--- config.mk ---
export PLATFORM = sky130hd
export DESIGN_NAME = rv32i_control_unit
export DESIGN_NICKNAME = d
export VERILOG_FILES = /design/src/rtl/rv32i_control_unit.sv
export SDC_FILE = /design/constraint.sdc
export NUM_CORES = 1
export LEC_CHECK = 0
export CAP_MARGIN = 10
export CELL_PAD_IN_SITES_DETAIL_PLACEMENT = 0
export CELL_PAD_IN_SITES_GLOBAL_PLACEMENT = 2
export CORE_UTILIZATION = 23
export CTS_BUF_LIST = sky130_fd_sc_hd__clkbuf_16
export DETAILED_ROUTE_END_ITERATION = 6
export DONT_BUFFER_PORTS = 1
export PLACE_DENSITY = 0.64
export SYNTH_ARGS = -nofsm -noshare
export SYNTH_HDL_FRONTEND = slang
export SYNTH_SLANG_ARGS = --single-unit
--- constraint.sdc ---
create_clock -name clk -period 2.09 [get_ports clk]
set_input_delay 0.1045 -clock clk [delete_from_list [all_inputs] [get_ports clk]]
set_output_delay 0.1045 -clock clk [all_outputs]
set_load 0.005 [all_outputs]
--- src/rtl/rv32i_control_unit.sv ---
// RV32I decode-stage control: main decoder, ALU decoder and a sticky
// illegal-opcode flag for the 5-stage pipeline.
module rv32i_control_unit (
    input  logic       clk,
    input  logic       rst_n,
    input  logic [6:0] Op,
    input  logic [2:0] funct3,
    input  logic [6:0] funct7,
    output logic       RegWrite,
    output logic       MemWrite,
    output logic       ALUSrc,
    output logic [1:0] ImmSrc,
    output logic [1:0] ResultSrc,
    output logic [2:0] ALU_Ctrl,
    output logic       Branch,
    output logic       Jump,
    output logic       Illegal,
    output logic       IllegalSeen
);

    localparam logic [6:0] OP_R    = 7'b0110011;
    localparam logic [6:0] OP_IALU = 7'b0010011;
    localparam logic [6:0] OP_LW   = 7'b0000011;
    localparam logic [6:0] OP_SW   = 7'b0100011;
    localparam logic [6:0] OP_BR   = 7'b1100011;
    localparam logic [6:0] OP_JAL  = 7'b1101111;

    localparam logic [2:0] ALU_ADD = 3'b000;
    localparam logic [2:0] ALU_SUB = 3'b001;
    localparam logic [2:0] ALU_AND = 3'b010;
    localparam logic [2:0] ALU_OR  = 3'b011;
    localparam logic [2:0] ALU_XOR = 3'b100;
    localparam logic [2:0] ALU_SLT = 3'b101;
    localparam logic [2:0] ALU_SLL = 3'b110;
    localparam logic [2:0] ALU_SRL = 3'b111;

    localparam logic [1:0] AOP_ADD  = 2'b00;
    localparam logic [1:0] AOP_SUB  = 2'b01;
    localparam logic [1:0] AOP_FUNC = 2'b10;

    logic       is_r;
    logic       is_ialu;
    logic       is_lw;
    logic       is_sw;
    logic       is_br;
    logic       is_jal;

    logic       reg_write;
    logic       mem_write;
    logic       alu_src;
    logic [1:0] imm_src;
    logic [1:0] result_src;
    logic       branch;
    logic       jump;
    logic       illegal;
    logic [1:0] alu_op;
    logic [2:0] alu_ctrl;
    logic       sub_sel;

    assign is_r    = (Op == OP_R);
    assign is_ialu = (Op == OP_IALU);
    assign is_lw   = (Op == OP_LW);
    assign is_sw   = (Op == OP_SW);
    assign is_br   = (Op == OP_BR);
    assign is_jal  = (Op == OP_JAL);

    always_comb begin
        reg_write  = 1'b0;
        mem_write  = 1'b0;
        alu_src    = 1'b0;
        imm_src    = 2'b00;
        result_src = 2'b00;
        branch     = 1'b0;
        jump       = 1'b0;
        illegal    = 1'b0;
        alu_op     = AOP_ADD;
        unique case (1'b1)
            is_r: begin
                reg_write = 1'b1;
                alu_op    = AOP_FUNC;
            end
            is_ialu: begin
                reg_write = 1'b1;
                alu_src   = 1'b1;
                alu_op    = AOP_FUNC;
            end
            is_lw: begin
                reg_write  = 1'b1;
                alu_src    = 1'b1;
                result_src = 2'b01;
            end
            is_sw: begin
                mem_write = 1'b1;
                alu_src   = 1'b1;
                imm_src   = 2'b01;
            end
            is_br: begin
                imm_src = 2'b10;
                branch  = 1'b1;
                alu_op  = AOP_SUB;
            end
            is_jal: begin
                reg_write  = 1'b1;
                imm_src    = 2'b11;
                result_src = 2'b10;
                jump       = 1'b1;
            end
            default: illegal = 1'b1;
        endcase
    end

    // Immediate forms (Op[5]=0) never subtract: ADDI ignores funct7.
    assign sub_sel = Op[5] & funct7[5];

    always_comb begin
        alu_ctrl = ALU_ADD;
        unique case (alu_op)
            AOP_ADD: alu_ctrl = ALU_ADD;
            AOP_SUB: alu_ctrl = ALU_SUB;
            AOP_FUNC: begin
                unique case (funct3)
                    3'b000:  alu_ctrl = sub_sel ? ALU_SUB : ALU_ADD;
                    3'b001:  alu_ctrl = ALU_SLL;
                    3'b010:  alu_ctrl = ALU_SLT;
                    3'b011:  alu_ctrl = ALU_SLT;
                    3'b100:  alu_ctrl = ALU_XOR;
                    3'b101:  alu_ctrl = ALU_SRL;
                    3'b110:  alu_ctrl = ALU_OR;
                    default: alu_ctrl = ALU_AND;
                endcase
            end
            default: alu_ctrl = ALU_ADD;
        endcase
    end

    // Everything is held quiet while reset is asserted.
    assign RegWrite  = rst_n & reg_write;
    assign MemWrite  = rst_n & mem_write;
    assign ALUSrc    = rst_n & alu_src;
    assign ImmSrc    = rst_n ? imm_src : 2'b00;
    assign ResultSrc = rst_n ? result_src : 2'b00;
    assign ALU_Ctrl  = rst_n ? alu_ctrl : 3'b000;
    assign Branch    = rst_n & branch;
    assign Jump      = rst_n & jump;
    assign Illegal   = rst_n & illegal;

    always_ff @(posedge clk or negedge rst_n) begin
        if (!rst_n) begin
            IllegalSeen <= 1'b0;
        end else if (illegal) begin
            IllegalSeen <= 1'b1;
        end
    end

endmodule

=== Word-level counts from Yosys, hierarchy flattened ===
Cells that the tools add are included.

* Add/sub/neg operators: 0
* Multiply operators: 0
* Div/mod/pow operators: 0
* Magnitude comparators: 0
* Eq/ne operators: 14
* Shifts and indexed selects: 0
* Mux-type cells: 15
* Bitwise gates (word level): 7
* Reductions and logical operators: 6

{| class="wikitable"
|+ Operators by type and width
! kind !! number
|-
| $pmux W3 S6 || 1
|-
| $eq A7 B6 Y1 const B || 2
|-
| $eq A7 B7 Y1 const B || 2
|-
| $eq A3 B3 Y1 const B || 3
|-
| $pmux W2 S2 || 2
|-
| $and A1 B1 Y1 || 7
|-
| $eq A7 B2 Y1 const B || 1
|-
| $eq A7 B5 Y1 const B || 1
|-
| $mux W1 || 7
|-
| $eq A3 B2 Y1 const B || 2
|-
| $pmux W2 S3 || 1
|-
| $pmux W3 S2 || 1
|-
| $reduce_or A6 Y1 || 1
|-
| $mux W2 || 2
|-
| $reduce_or A2 Y1 || 2
|-
| $reduce_or A4 Y1 || 1
|-
| $eq A3 B1 Y1 const B || 1
|-
| $logic_not A3 Y1 || 1
|-
| $mux W3 || 1
|-
| $reduce_or A3 Y1 || 1
|-
| $eq A2 B1 Y1 const B || 1
|-
| $eq A2 B2 Y1 const B || 1
|}

* Register bits: 1
* Latch bits: 0
* Memory bits (writable): 0
* ROM bits: 0
* Bits of input ports: 19
* Memories: 0

=== Depth between registers and ports, before layout ===
Gate-level depths: netlist of run 1.

* Depth in word-level cells: 6
* Gate-level depth with buffers: 8

=== Worst setup path before layout of run 1 ===
Ideal clock, no wire load.

* Path type: input-to-output
* Start point: input port Op[2]
* End point: output port ALU_Ctrl[2]
* Arrival: 1.464 ns
* Data required time: 1.986 ns
* Path slack: 0.521 ns
* Stages on the path: 5
* Cell sequence: or2_1 buf_6 or3_1 ha_1 nor4b_1

* Longest elaborated chain between the ends: 6
* Elaborated cells between the ends (all ways): 9
* Classes of those cells: 5 x eq/ne; 3 x mux; 1 x reduce/logical

{| class="wikitable"
|+ Ends and longest elaborated chain
! item !! RTL line !! text
|-
| start, declared || 6 || <nowiki>input logic [6:0] Op,</nowiki>
|-
| $eq A7 B6 Y1 or $eq A7 B5 Y1 (tied branches) || 60, 61 ||
|-
| $reduce_or A2 Y1 (no source line) || -- ||
|-
| $pmux W2 S2 * || 77 || <nowiki>unique case (1'b1)</nowiki>
|-
| $eq A2 B2 Y1 or $eq A2 B1 Y1 (tied branches) || 117 || <nowiki>unique case (alu_op)</nowiki>
|-
| $pmux W3 S2 * || 117 ||
|-
| $mux W3 * || 142 || <nowiki>assign ALU_Ctrl = rst_n ? alu_ctrl : 3'b000;</nowiki>
|-
| end, declared || 14 || <nowiki>output logic [2:0] ALU_Ctrl,</nowiki>
|}

Every way passes the cells marked *; elsewhere a longest branch is shown, timed or not.

=== Worst setup path in the final report of run 1 ===
Ends and elaborated chain as after synthesis.

==> flow_metrics.tcl, run 1 <==
set metrics [dict create \
    status "complete, no violations" \
    drive_above_1_share 0.08163 \
    top_regs "IllegalSeen: 1 flops" \
    vias 333 \
    area_growth_pct 5.490 \
    gp_congestion 0.6327 \
    finalCriticalPeriod_ns 1.604 \
    dp.cells 63 \
    hold_violations 0 \
    drt_iter0_markers 3 \
    clock_latency_ns 0 \
    cp_max_fo 6 \
    die_area_sq_um 1540 \
    n_antenna_cell 0 \
    top_register "IllegalSeen" \
    use_met3 0 \
    wire_per_inst_microns 12.42 \
    pwr_density_cell_nw_per_um2 135.6 \
    final_common_cell "nor2_1" \
    p_seq_frac 0.432 \
    synthesis.instances 49 \
    start_util 0.2452 \
    worstSetupEndpointType "primary output" \
    tightest_slew_ns 0.3641 \
    grtUsageTotal 0.1032 \
    clock.fmax_mhz 623.5 \
    synth_seq_area_share 0.07843 \
    syn_nets 70 \
    grt.overflow.total 0 \
    post_cts_buffers 0 \
    worstHoldPathType "in2out" \
    setup_tns_ns 0 \
    synth-seq-cells 1 \
    portBuffers 0 \
    layout_common_cells "nor2_1, a21oi_1, nand2_1" \
    cts_hold_buf 1 \
    ant_nets 0 \
    cts_resized 0 \
    synth_area_sq_um 319.1 \
    arrival_ns 1.50 \
    nets 72 \
    fin_worst_skew_ns 0 \
    switching_share 0.3106 \
    largest_register_ffs 1 \
    cp_slowest_cell "or3_1" \
    die_h_microns 39.25 \
    grt_pass1_vias 282 \
    postSynthAreaPerCell_sq_um 6.511 \
    vias_per_cell 5.203 \
    rsz0062_at_grt "no" \
    slowest_delay_ns 0.39 \
    p_int_w 0.00003147 \
    busiest_layer "met2" \
    ios 33 \
    clockPowerShare 0 \
    startpoint_type "input pin" \
    met2_usage 0.1875 \
    first_pass_iters 2 \
    dp_hpwl_microns 655.6 \
    synth.distinct_cells 26 \
    setup_viol 0 \
    fp.coreArea_sq_um 1301 \
    path_cells "or2_1 -> or3_1 -> ha_1 -> nor4b_1" \
    stdcell_count 64 \
    met1_usage 0.1429 \
    rows 13 \
    grt_pass1_wl_microns 1152 \
    switching_power_w 0.00001418 \
    grt_max_degree 7 \
    synth_warnings 0 \
    combPwrFrac 0.568 \
    drv_slew 0 \
    relSlewSlack 0.7538 \
    max-cap-violations 0 \
    die_x_microns 39.25 \
    required_ns 1.99 \
    ir_drop_uv 57.96 \
    period_share 0.7673 \
    antenna_found_initial 0 \
    drc 0 \
    wl_microns 795 \
    p_leak_nw 0.1075 \
    crit_type "in2out" \
]
## routing by layer
layer	part of all wire	up-vias
met5	0	-
met4	0	0
met3	0.069	0
met2	0.43	17
met1	0.50	140
li1	-	176
## worst max-delay path, delay by kind of cell
kind                       cells  cell delay (ns)
and+or+nand+nor                3             1.06
adders and majority gates      1             0.33
## Yosys cell counts
cell / count / area [sq um]
and3_1: 1 / 6.260
or2_1: 1 / 6.260
a211o_1: 1 / 8.760
inv_1: 3 / 11.26
o311a_1: 1 / 10.01
and4_1: 1 / 8.760
nor3b_1: 1 / 7.510
nor4b_1: 1 / 8.760
o31a_1: 1 / 8.760
ha_1: 2 / 25.02
nand3b_1: 2 / 15.01
o21ai_0: 1 / 5.000
a21oi_1: 5 / 25.02
a21oi_2: 1 / 8.760
or3_4: 1 / 11.26
nor2_1: 10 / 37.54
buf_6: 1 / 11.26
or3_1: 1 / 6.260
dfrtp_1: 1 / 25.02
or2_2: 1 / 6.260
nor3_2: 1 / 10.01
nand3_1: 1 / 5.000
nand2_1: 4 / 15.01
nand2b_1: 2 / 12.51
nor3_1: 3 / 15.01
a2bb2oi_1: 1 / 8.760
## kinds of logic after synthesis
logic type	Yosys count	share of synthesized area
compound gates	11	0.2353
fa+ha+maj	2	0.07842
buf+inv	4	0.07058
flops	1	0.07842
simple gates	31	0.5373
## layout make-up
type                       count  area, sq um
sequential                     1        25.02
tap                           15        18.77
timing repair buffer           1        10.01
inverter                       3        11.26
multi-input combinational     44        271.5
fill                         158        964.7
## final timing paths
kind                       slack, ns           end         from  depth (start not counted)
max in group asynchronous       1.65   IllegalSeen        rst_n                          1
min in group asynchronous       0.33   IllegalSeen        rst_n                          1
hold / removal                  0.23  ResultSrc[0]        Op[4]                          1
hold reg to reg                 0.50   IllegalSeen  IllegalSeen                          2
setup reg to reg                1.42   IllegalSeen  IllegalSeen                          2
setup / recovery                0.49   ALU_Ctrl[2]        Op[2]                          4
## metrics by stage
step / cell area (sq um) / hold WS (ns) / worst slack (ns) / total power (W) / util
3_5_place_dp: 326.6 / -0.1909 / 0.4854 / 0.00004417 / 0.2510
5_1_grt: 336.6 / 0.2349 / 0.3421 / 0.00004858 / 0.2587
4_1_cts: 336.6 / 0.2342 / 0.4686 / 0.00004606 / 0.2587
6_report: 336.6 / 0.2338 / 0.4863 / 0.00004564 / 0.2587
3_3_place_gp: 326.6 / -0.1909 / 0.4773 / 0.00004418 / 0.2510
2_1_floorplan: 319.1 / -0.1911 / 0.5215 / 0.00004214 / -
## power groups by stage
stage | sequential [W] | clock (W) | combinational, W
6_report | 0.0000197 | 0 | 0.0000259
5_1_grt | 0.0000197 | 0 | 0.0000289
4_1_cts | 0.0000197 | 0 | 0.0000263
3_5_place_dp | 0.0000197 | 0 | 0.0000245
3_3_place_gp | 0.0000197 | 0 | 0.0000245
2_1_floorplan | 0.0000197 | 0 | 0.0000224
No activity file was read; power rests on OpenSTA's default activity.
==> run 2, diff against run 1 <==
- ABC_AREA: unset -> 1
- CORE_ASPECT_RATIO: unset -> 1.1
- CORE_UTILIZATION: 23 -> 22
- clock period: 2.09 -> 1.5 ns (I/O delays scaled with it)
==> flow_metrics.tcl, run 2 <==
set metrics [dict create \
    status "complete, no violations" \
    wl_microns 705 \
    area_growth_pct 9.163 \
    placed_cell_area_sq_um 332.8 \
    fill_cells 148 \
    worstHoldPathType "in2out" \
    ios 33 \
    max-cap-violations 0 \
    worstHoldPathCells 1 \
    startpoint_type "input pin" \
    drc 0 \
    syn_nets 77 \
    start_util 0.2507 \
    post_cts_buffers 0 \
    switching_power_w 0.00002087 \
    grt_pass1_vias 324 \
    async_flop_share 1.000 \
    synth_warnings 0 \
    wire_per_inst_microns 9.792 \
    grt.overflow.total 0 \
    arrival_ns 1.22 \
    fin_worst_skew_ns 0 \
    fp.coreArea_sq_um 1252 \
    postSynthAreaPerCell_sq_um 5.608 \
    top_regs "IllegalSeen: 1 flops" \
    rows 13 \
    first_pass_iters 1 \
    synth.distinct_cells 17 \
    setup_viol 0 \
    combPwrFrac 0.539 \
    vias 330 \
    cp_max_fo 3 \
    layout_common_cells "nand2_1, inv_1, nor2_1, nand3_1, a21oi_1" \
    synth_top_cell_by_area "inv_1" \
    synth-seq-cells 1 \
    crit_type "in2out" \
    n_antenna_cell 0 \
    die_x_microns 38.03 \
    clock_latency_ns 0 \
    die_h_microns 41.63 \
    finalInstanceArea_sq_um 342.8 \
    tightest_slew_ns 0.2809 \
    grt_max_degree 8 \
    die_area_sq_um 1583 \
    required_ns 1.42 \
    setup_tns_ns 0 \
    antenna_found_initial 0 \
    drt_iter0_markers 0 \
    switching_share 0.3506 \
    worstSetupEndpointType "primary output" \
    clockPowerShare 0 \
    clock.fmax_mhz 773.7 \
    synthTopCellsByArea "inv_1, nand2_1, dfrtp_1" \
    p_int_w 0.00003866 \
    pwr_density_cell_nw_per_um2 173.6 \
    ir_drop_uv 110.9 \
    nets 80 \
    synth_seq_area_share 0.07968 \
    synthesis.instances 56 \
    p_leak_nw 0.2019 \
    period_share 0.8617 \
    synth_edf_count 0 \
    drv_slew 0 \
    finalCriticalPeriod_ns 1.293 \
    stdcell_count 72 \
    gp_congestion 0.5664 \
    top_register "IllegalSeen" \
    largest_register_ffs 1 \
    portBuffers 0 \
    synth_area_sq_um 314.1 \
    drive_above_1_share 0.1579 \
    rsz0062_at_grt "no" \
    total_power_w 0.00005953 \
    dp_hpwl_microns 635.8 \
    dp.cells 71 \
    grtUsageTotal 0.09043 \
    ys.flop_type "dfrtp_1" \
    netlist.area_leader.share 0.1554 \
    p_seq_frac 0.461 \
    hold_violations 0 \
    ant_nets 0 \
    relSlewSlack 0.8113 \
    grt_pass1_wl_microns 1166 \
    vias_per_cell 4.583 \
    whs_ns 0.1870 \
    synthTopCellsByCount "inv_1, nand2_1, nand3_1, nor2_1, a21oi_1" \
    r2r.worst_path.cells 2 \
]
==> run 2: through the flow <==
stage	util	worst slack, ns
floorplan	-	0.3108
global placement	0.2657	0.2037
detailed placement	0.2657	0.1843
CTS	0.2737	0.1808
global route	0.2737	0.07959
finish	0.2737	0.2075
==> run 2: cell type report <==
type,count,area (sq um),share of cell area
Inverter,14,52.55,0.1533
Timing Repair Buffer,1,10.01,0.02920
Multi-Input combinational cell,41,236.5,0.6898
Sequential cell,1,25.02,0.07299
Tap cell,15,18.77,0.05474
==> run 2: final timing paths <==
check	startpoint	endpoint	slack [ns]
worst max-delay path	Op[1]	ALU_Ctrl[0]	0.21
worst min-delay path	Op[5]	ResultSrc[0]	0.19
worst max register to register	IllegalSeen	IllegalSeen	0.90
worst min register to register	IllegalSeen	IllegalSeen	0.48
max in group asynchronous	rst_n	IllegalSeen	1.10
min in group asynchronous	rst_n	IllegalSeen	0.29
==> run 2: cells by family after synthesis <==
group / Yosys count / share of synthesized area
compound gates: 7 / 0.1514
fa+ha+maj: 2 / 0.07967
simple gates: 32 / 0.5219
buf+inv: 14 / 0.1673
flops: 1 / 0.07967
==> run 2: power groups by stage <==
stage	combinational (W)	sequential [W]	clock, W
global route	0.0000359	0.0000275	0
floorplan	0.0000262	0.0000275	0
detailed placement	0.0000304	0.0000275	0
CTS	0.0000328	0.0000275	0
finish	0.0000321	0.0000275	0
global placement	0.0000305	0.0000275	0
==> run 2: metal layers <==
layer / part of all wire / up-vias / GRT usage
met3: 0.043 / 0 / 0
li1: - / 178 / -
met5: 0 / - / 0
met2: 0.53 / 9 / 0.1797
met1: 0.42 / 143 / 0.1082
met4: 0 / 0 / 0
==> run 2: critical path, cell delays in order <==
cell	delay, ns
nand2_1	0.07
nor3_2	0.26
nand2_1	0.13
inv_1	0.08
ha_1	0.23
or2_0	0.22
a21oi_1	0.16
==> run 2: what timing repair did <==
| item | CTS | global route |
|---|---|---|
| hold buffers | 1 | 0 |
| gates resized for setup | 0 | 0 |
| hold endpoints to repair | 1 | 0 |
==> run 3, diff against run 2 <==
==> constraint.sdc (replaced) <==
create_clock -name clk -period 1.5 [get_ports clk]
set_input_delay 0.15 -clock clk [delete_from_list [all_inputs] [get_ports clk]]
set_output_delay 0.15 -clock clk [all_outputs]
set_load 0.005 [all_outputs]
==> flow_metrics.tcl, run 3 (synthesized netlist as in run 2, its figures left out) <==
set metrics [dict create \
    status "complete, no violations" \
    rsz0062_at_grt "no" \
    setup_tns_ns 0 \
    p_int_w 0.00003935 \
    die_area_sq_um 1583 \
    grt.overflow.total 0 \
    combPwrFrac 0.544 \
    wl_met3_microns 34 \
    ios 33 \
    n_antenna_cell 0 \
    gp_congestion 0.6246 \
    layout_common_cells "nand2_1, inv_1, nor2_1, nand3_1, a21oi_1" \
    portBuffers 0 \
    switching_power_w 0.00002088 \
    reg2reg_from "IllegalSeen" \
    relSlewSlack 0.8084 \
    grtUsageTotal 0.08938 \
    hold_violations 0 \
    top_register "IllegalSeen" \
    grt_max_degree 8 \
    hold_start "Op[5]" \
    wl_met2_microns 373 \
    worst_slack_ns 0.1243 \
    wire_per_inst_microns 9.365 \
    finalCriticalPeriod_ns 1.376 \
    fill_cells 140 \
    drv_slew 0 \
    largest_register_ffs 1 \
    setup_viol 0 \
    routed.top_layer "met3" \
    first_pass_iters 2 \
    required_ns 1.35 \
    switching_share 0.3467 \
    p_seq_frac 0.456 \
    cp_max_fo 2 \
    period_share 0.9171 \
    rows 13 \
    cp_slowest_cell "ha_1" \
    crit_type "in2out" \
    dp_hpwl_microns 646.6 \
    worstSetupEndpointType "primary output" \
    pwr_density_cell_nw_per_um2 168.3 \
    post_cts_buffers 0 \
    fin_worst_skew_ns 0 \
    clockPowerShare 0 \
    ir_drop_uv 99.45 \
    grt_pass1_vias 298 \
    antenna_found_initial 0 \
    wl_microns 693 \
    tightest_slew_ns 0.2852 \
    path_cells "inv_1 -> nand2_1 -> nor2_1 -> nand2_4 -> ha_1 -> or2_0 -> a21oi_1" \
    max-cap-violations 0 \
    area_growth_pct 13.94 \
    die_h_microns 41.63 \
    vias 320 \
    wirelength_met1_microns 286 \
    clock.fmax_mhz 726.9 \
    fin_util 0.2857 \
    startpoint_type "input pin" \
    vias_per_cell 4.324 \
    top_regs "IllegalSeen: 1 flops" \
    p_leak_nw 0.2115 \
    ant_nets 0 \
    drt_iter0_markers 4 \
    critPathLaunch "Op[3]" \
    die_x_microns 38.03 \
    arrival_ns 1.23 \
    clock_latency_ns 0 \
    drc 0 \
    drive_above_1_share 0.1864 \
    nets 82 \
    place_ws_ns 0.1159 \
    worstHoldPathType "in2out" \
    total_power_w 0.00006023 \
    fp.coreArea_sq_um 1252 \
    slowest_delay_ns 0.31 \
    grt_pass1_wl_microns 1131 \
    start_util 0.2507 \
]
==> run 3: changes by cell type in the layout (fill, tap and decap cells not counted), sizes merged <==
cell	delta
buf	+2
==> run 3: cell type report <==
cell class	instances	area [sq um]	area share
multi-input cells	41	236.5	0.6608
inverters	14	52.55	0.1469
flip-flops and latches	1	25.02	0.06993
repair buffers	3	25.02	0.06993
well taps	15	18.77	0.05245
==> run 3: worst paths after layout <==
check                                to  slack, ns  cells after the start
hold / removal             ResultSrc[0]       0.34                      1
min in group asynchronous   IllegalSeen       0.37                      1
setup reg to reg            IllegalSeen       0.90                      2
max in group asynchronous   IllegalSeen       1.03                      1
hold reg to reg             IllegalSeen       0.48                      2
setup / recovery            ALU_Ctrl[0]       0.12                      7
==> run 3: worst max-delay path: cells and delay by family <==
kind / cells / cell delay (ns)
AND/OR/NAND/NOR: 4 / 0.56
AO/OA/AOI/OAI: 1 / 0.16
buffers and inverters: 1 / 0.05
adder cells (fa/ha/maj): 1 / 0.31
==> run 3: what timing repair did <==
item / in CTS / in global routing
hold buffers: 1 / 0
hold endpoints to repair: 1 / 0
resized for setup: 0 / 0
==> run 3: metrics by stage <==
| step | hold slack [ns] | area, sq um | std cells |
|---|---|---|---|
| after floorplan | -0.1456 | 314.1 | 56 |
| after global placement | -0.1454 | 347.8 | 73 |
| after CTS | 0.3385 | 357.8 | 74 |
| final | 0.3368 | 357.8 | 74 |
| after global routing | 0.3417 | 357.8 | 74 |
| after detailed placement | -0.1455 | 347.8 | 73 |
==> run 3: layer usage <==
| layer | GRT usage | up-vias |
|---|---|---|
| met1 | 0.1049 | 130 |
| met5 | 0 | - |
| met2 | 0.1763 | 9 |
| met4 | 0 | 0 |
| li1 | - | 181 |
| met3 | 0.005348 | 0 |
==> run 3: power groups by stage <==
stage	logic (W)	clock network (W)	registers [W]
6_report	0.0000328	0	0.0000275
5_1_grt	0.0000375	0	0.0000275
4_1_cts	0.0000335	0	0.0000275
3_5_place_dp	0.0000311	0	0.0000275
3_3_place_gp	0.0000312	0	0.0000275
2_1_floorplan	0.0000262	0	0.0000275
